$ cat config.mk
export PLATFORM = sky130hd
export DESIGN_NAME = fetch_queue
export DESIGN_NICKNAME = d
export VERILOG_FILES = /design/src/rtl/fetch_pkg.sv /design/src/rtl/fetch_fifo.sv /design/src/rtl/fetch_queue.sv
export SDC_FILE = /design/constraint.sdc
export NUM_CORES = 1
export LEC_CHECK = 0
export CORE_AREA = 2 2 205 207
export CTS_BUF_LIST = sky130_fd_sc_hd__clkbuf_4
export DETAILED_ROUTE_END_ITERATION = 12
export DIE_AREA = 0 0 207 209
export PLACE_DENSITY = 0.59
export SYNTH_ARGS = -nofsm -noshare
export SYNTH_HDL_FRONTEND = slang
export SYNTH_SLANG_ARGS = --single-unit
$ cat constraint.sdc
create_clock -name clk_i -period 5.91 [get_ports clk_i]
set_input_delay 0.8865 -clock clk_i [delete_from_list [all_inputs] [get_ports clk_i]]
set_output_delay 0.8865 -clock clk_i [all_outputs]
set_load 0.02 [all_outputs]
$ cat src/rtl/fetch_pkg.sv
// Shared types and constants for the fetch stage: the queue entry format and
// the word-alignment helper used for fetch and redirect addresses.
package fetch_pkg;

  localparam int XLEN        = 32;
  localparam int INSTR_ALIGN = 4;

  typedef struct packed {
    logic [XLEN-1:0] data;
    logic [XLEN-1:0] addr;
    logic            half_start;
  } fetch_entry_t;

  function automatic logic [XLEN-1:0] word_align(input logic [XLEN-1:0] a);
    return {a[XLEN-1:2], 2'b00};
  endfunction

endpackage

$ cat src/rtl/fetch_fifo.sv
// In-order FIFO of fetch entries with a registered head; clear wins over
// push and pop so a flush leaves the queue empty regardless of traffic.
module fetch_fifo
  import fetch_pkg::*;
#(
  parameter  int DEPTH = 4,
  localparam int CW    = $clog2(DEPTH + 1),
  localparam int AW    = $clog2(DEPTH)
) (
  input  logic         clk_i,
  input  logic         rst_i,
  input  logic         clear,
  input  logic         push,
  input  fetch_entry_t din,
  input  logic         pop,
  output fetch_entry_t head,
  output logic         full,
  output logic         empty,
  output logic [CW-1:0] count
);

  fetch_entry_t   mem [DEPTH];
  fetch_entry_t   head_q;
  logic [AW-1:0]  wr_ptr;
  logic [AW-1:0]  rd_ptr;
  logic [AW-1:0]  rd_next;
  logic           do_pop;

  assign empty   = (count == '0);
  assign full    = (count == CW'(DEPTH));
  assign do_pop  = pop && !empty;
  assign rd_next = rd_ptr + AW'(do_pop);
  assign head    = head_q;

  // NOTE: the storage array has no reset; count and head_q alone define what is valid.
  always_ff @(posedge clk_i) begin
    if (push && !clear) mem[wr_ptr] <= din;
  end

  // The head register tracks the entry at the post-update read pointer; when
  // that slot is being written this cycle, the incoming entry bypasses the array.
  always_ff @(posedge clk_i or posedge rst_i) begin
    if (rst_i) begin
      wr_ptr <= '0;
      rd_ptr <= '0;
      count  <= '0;
      head_q <= '0;
    end else if (clear) begin
      wr_ptr <= '0;
      rd_ptr <= '0;
      count  <= '0;
    end else begin
      if (push) wr_ptr <= wr_ptr + 1'b1;
      rd_ptr <= rd_next;
      count  <= count + CW'(push) - CW'(do_pop);
      head_q <= (push && (wr_ptr == rd_next)) ? din : mem[rd_next];
    end
  end

endmodule

$ cat src/rtl/fetch_queue.sv
// Fetch stage: issues word-aligned requests under a credit limit, queues
// in-order responses for the re-aligner, and drops stale responses after a flush.
module fetch_queue
  import fetch_pkg::*;
#(
  parameter int              DEPTH    = 4,
  parameter logic [XLEN-1:0] RESET_PC = 32'h0000_0000
) (
  input  logic            clk_i,
  input  logic            rst_i,
  input  logic            flush_i,
  input  logic [XLEN-1:0] flush_pc_i,
  output logic            req_valid_o,
  input  logic            req_ready_i,
  output logic [XLEN-1:0] req_addr_o,
  input  logic            rsp_valid_i,
  input  logic [XLEN-1:0] rsp_data_i,
  output logic            valid_o,
  input  logic            ready_i,
  output logic [XLEN-1:0] data_o,
  output logic [XLEN-1:0] addr_o,
  output logic            half_start_o,
  output logic            empty_o
);

  localparam int CW = $clog2(DEPTH + 1);

  logic [CW-1:0]   outstanding;
  logic [CW-1:0]   outstanding_next;
  logic [CW-1:0]   discard;
  logic [CW-1:0]   fifo_count;
  logic [CW:0]     in_use;
  logic [XLEN-1:0] rsp_addr;
  logic            half_pending;
  logic            req_fire;
  logic            rsp_keep;
  logic            pop;
  logic            fifo_full;
  logic            fifo_empty;
  fetch_entry_t    push_entry;
  fetch_entry_t    head;

  // Every queued entry and every in-flight request holds one credit, so the
  // FIFO can always absorb all outstanding responses.
  assign in_use      = {1'b0, fifo_count} + {1'b0, outstanding};
  assign req_valid_o = !rst_i && !flush_i && (in_use < (CW + 1)'(DEPTH));
  assign req_fire    = req_valid_o && req_ready_i;
  assign rsp_keep    = rsp_valid_i && !flush_i && (discard == '0);
  assign pop         = valid_o && ready_i && !flush_i;

  assign outstanding_next = outstanding + CW'(req_fire) - CW'(rsp_valid_i);

  assign push_entry = '{data: rsp_data_i, addr: rsp_addr, half_start: half_pending};

  fetch_fifo #(.DEPTH(DEPTH)) u_fifo (
    .clk_i (clk_i),
    .rst_i (rst_i),
    .clear (flush_i),
    .push  (rsp_keep),
    .din   (push_entry),
    .pop   (pop),
    .head  (head),
    .full  (fifo_full),
    .empty (fifo_empty),
    .count (fifo_count)
  );

  assign valid_o      = !fifo_empty;
  assign empty_o      = fifo_empty;
  assign data_o       = head.data;
  assign addr_o       = head.addr;
  assign half_start_o = head.half_start;

  // NOTE: sequential state uses non-blocking assignments so every update reads pre-edge values.
  always_ff @(posedge clk_i or posedge rst_i) begin
    if (rst_i) begin
      req_addr_o   <= RESET_PC;
      rsp_addr     <= RESET_PC;
      outstanding  <= '0;
      discard      <= '0;
      half_pending <= 1'b0;
    end else begin
      outstanding <= outstanding_next;
      if (flush_i) begin
        // Everything still in flight after this cycle belongs to the old path.
        req_addr_o   <= word_align(flush_pc_i);
        rsp_addr     <= word_align(flush_pc_i);
        discard      <= outstanding_next;
        half_pending <= flush_pc_i[1];
      end else begin
        if (req_fire) req_addr_o <= req_addr_o + XLEN'(INSTR_ALIGN);
        if (rsp_valid_i && (discard != '0)) discard <= discard - 1'b1;
        if (rsp_keep) begin
          rsp_addr     <= rsp_addr + XLEN'(INSTR_ALIGN);
          half_pending <= 1'b0;
        end
      end
    end
  end

  a_no_push_when_full: assert property (@(posedge clk_i) disable iff (rst_i)
    !(rsp_keep && fifo_full));

  a_flush_pc_halfword: assert property (@(posedge clk_i) disable iff (rst_i)
    !(flush_i && flush_pc_i[0]));

endmodule
==> run_results.csv <==
group,metric,value,unit
status,status,"finished clean",
critical_path,critPathLaunchType,"flip-flop",
global_route,grt_max_degree,93,
timing,slew_headroom,26.37,%
placement,dp_cells,1723,
synthesis,synth_cell_types,49,
global_route,grt_antenna_before_repair,2,
cts,cts-root-buf,"clkbuf_4",
die,rows,75,
timing,min_period_over_period,62.61,%
critical_path,critPathKind,"reg2out",
route,drt-initial-drc-count,745,
cells_and_area,n_fill_cell,3699,
cells_and_area,drive_gt1_share,19.51,%
timing,slew_viol_final,0,
placement,hpwl,21.71,mm
cts,clkSinkCount,389,
route,drt_wl_total,37.64,mm
cts,insertion_delay,0.79,ns
die,die-width,207,um
cts,post-cts-setup-buffers,0,
timing,setup_ws,2.210,ns
cells_and_area,area_growth,22.27,%
synthesis,synth-seq-cells,389,
synthesis,synthCells,1065,
die,design.portCount,170,
timing,fin_skew,0.06318,ns
synthesis,synth_warnings,0,
power,pwr_density_cell,382.8,nW/um^2
cts,cts-hold-fix-buffers,0,
global_route,grt_usage,17.63,%
placement,dp_slack,1.604,ns
die,coreArea,41290,sq um
route,firstDrtPassIters,5,
cts,numCtsBuffers,101,
power,ir_worst_vdd,0.0002264,V
synthesis,syn_avg_cell_area,15.19,sq um
cells_and_area,regArea,11000,sq um
route,routedWlPerCell,19.66,um
cells_and_area,nNetsFinal,1374,
cells_and_area,multi_input_area,4873,sq um
timing,finalHoldViolCount,0,
route,routed_via_density,5.204,
critical_path,crit_fanout,2,
synthesis,synth_top_flop_cell,"edfxtp_1",
synthesis,synth_top_area_cell,"edfxtp_1",
timing,grt_setup_unrepaired,"false",
timing,max_freq,270.2,MHz
route,drc,0,
global_route,gr-total-overflow,0,
route,ant_nets,0,
cells_and_area,final_cell_mix,"edfxtp_1 (252), clkbuf_4 (170), clkdlybuf4s50_1 (163), dfrtp_1 (137), nand2_1 (117)",
critical_path,cp.arrival,2.81,ns
job,cap_viol_max_count,0,
synthesis,synth_top_area_share,46.79,%
global_route,grt_pass1_wl,59.48,mm
timing,setup_viol,0,
die,initial_core_util,39.17,%
synthesis,syn_area,16170,sq um
cells_and_area,fin_cells,1915,
die,fp.dieH,209,um
cells_and_area,final_common_cell,"edfxtp_1",
timing,setup_tns,0,ns
power,finalPower,7569,uW
cts,cts_tree,"done",
synthesis,synth_edf_count,252,
power,p_leak,0.007477,uW
die,die_area,43260,sq um
global_route,first_global_vias,10543,
route,via_count,9966,
cts,clkTransAtPathRegs,0.06,ns
synthesis,synthTopCellsByArea,"edfxtp_1 (47%), dfrtp_1 (21%), mux4_2 (8.8%)",
placement,numPortBuffers,164,
cells_and_area,utilization,47.89,%
timing,min_period,3.700,ns
timing,worst_pin_slew,1.104,ns
cts,cts_resized,0,
synthesis,async_flop_share,35.22,%
synthesis,yosysSeqAreaShare,67.99,%
cts,ctsLongestPathBuffers,3,
min_path,min_path_type,"reg2reg",
critical_path,end_kind,"output port",
cts,h-tree-depth,3,
placement,gp_congestion,0.8185,
critical_path,cp.required,5.02,ns
metrics by stage:
step / cell area, sq um / hold slack [ns]
floorplan: 16180 / 0.4927
global placement: 18390 / 0.4637
detailed placement: 18390 / 0.4719
CTS: 19770 / 0.4566
global route: 19780 / 0.5062
finish: 19780 / 0.4791
sequential cells by signal, summed over array words and instances (netlist names):
name,cells
outstanding,3
u_fifo.head,63
u_fifo.rd_ptr,2
rsp_addr,30
discard,3
u_fifo.mem,252
half_pending,1
u_fifo.wr_ptr,2
req_addr_o,30
u_fifo.count,3
path summary, 6_finish.rpt:
kind                            startpoint         endpoint  slack, ns  depth (start not counted)
max reg2reg                 outstanding[2]       discard[2]       2.26                         13
max in group asynchronous            rst_i  u_fifo.head[24]       3.93                          3
min                        u_fifo.head[15]  u_fifo.head[15]       0.48                          2
min in group asynchronous            rst_i   outstanding[1]       0.78                          2
max                         outstanding[2]      req_valid_o       2.21                          4
min reg2reg                u_fifo.head[15]  u_fifo.head[15]       0.48                          2
final cells by class:
class | instances | share of cell area [%]
flip-flops and latches | 389 | 55.60
multi-input cells | 595 | 24.64
repair buffers | 177 | 8.864
clock buffers | 170 | 6.454
well taps | 539 | 3.410
clock inverters | 20 | 0.5378
inverters | 23 | 0.4619
diodes | 2 | 0.02531
per-layer routing:
metal	track usage [%]	vias up	wire length (um)
met4	6.379	0	601
met1	24.15	5057	17560
met2	27.40	300	17370
met5	0	-	0
li1	-	4558	-
met3	4.418	51	2114
critical path: stages, from the launching register on:
cell and delay, ns:
dfrtp_1 0.40, ha_1 0.30, or4_4 0.53, nor3_1 0.18, clkdlybuf4s50_1 0.64
kinds of logic (layout without fill, tap and decap cells):
family          after synthesis  after routing  synth area share [%]
other cells                   1              6               0.02319
simple gates                246            246                 7.597
buf+inv                      84            390                 2.282
mux                         131            131                 12.99
xor+xnor                     42             42                 2.275
compound gates              155            155                 5.439
fa+ha+maj                    17             17                 1.408
flops                       389            389                 67.99
cell usage after synthesis (2+ instances only):
cell type and number:
edfxtp_1 252, dfrtp_1 137, nand2_1 117, o21ai_0 104
mux2i_1 67, mux4_2 63, clkbuf_1 28, nand4_1 28
xor2_1 27, nand3_1 23, inv_1 22, nor2_1 21
buf_2 19, and3_1 16, o211ai_1 16, ha_1 15
xnor2_1 15, a21oi_1 14, and2_1 10, buf_1 7
buf_4 6, nor3_1 6, o311ai_0 6, or3_1 5
and4_1 4, o311ai_1 4, a31oi_1 3, nor2b_1 3
o31a_1 3, fa_1 2, nand2b_1 2, nand3b_1 2
nor4_2 2
report_power, final:
group	leakage [uW]	switching (uW)	internal, uW
logic	0.00270	890	856
registers	0.00394	218	3190
clock network	0.000830	1080	1330
No activity file was read; power rests on OpenSTA's default activity.
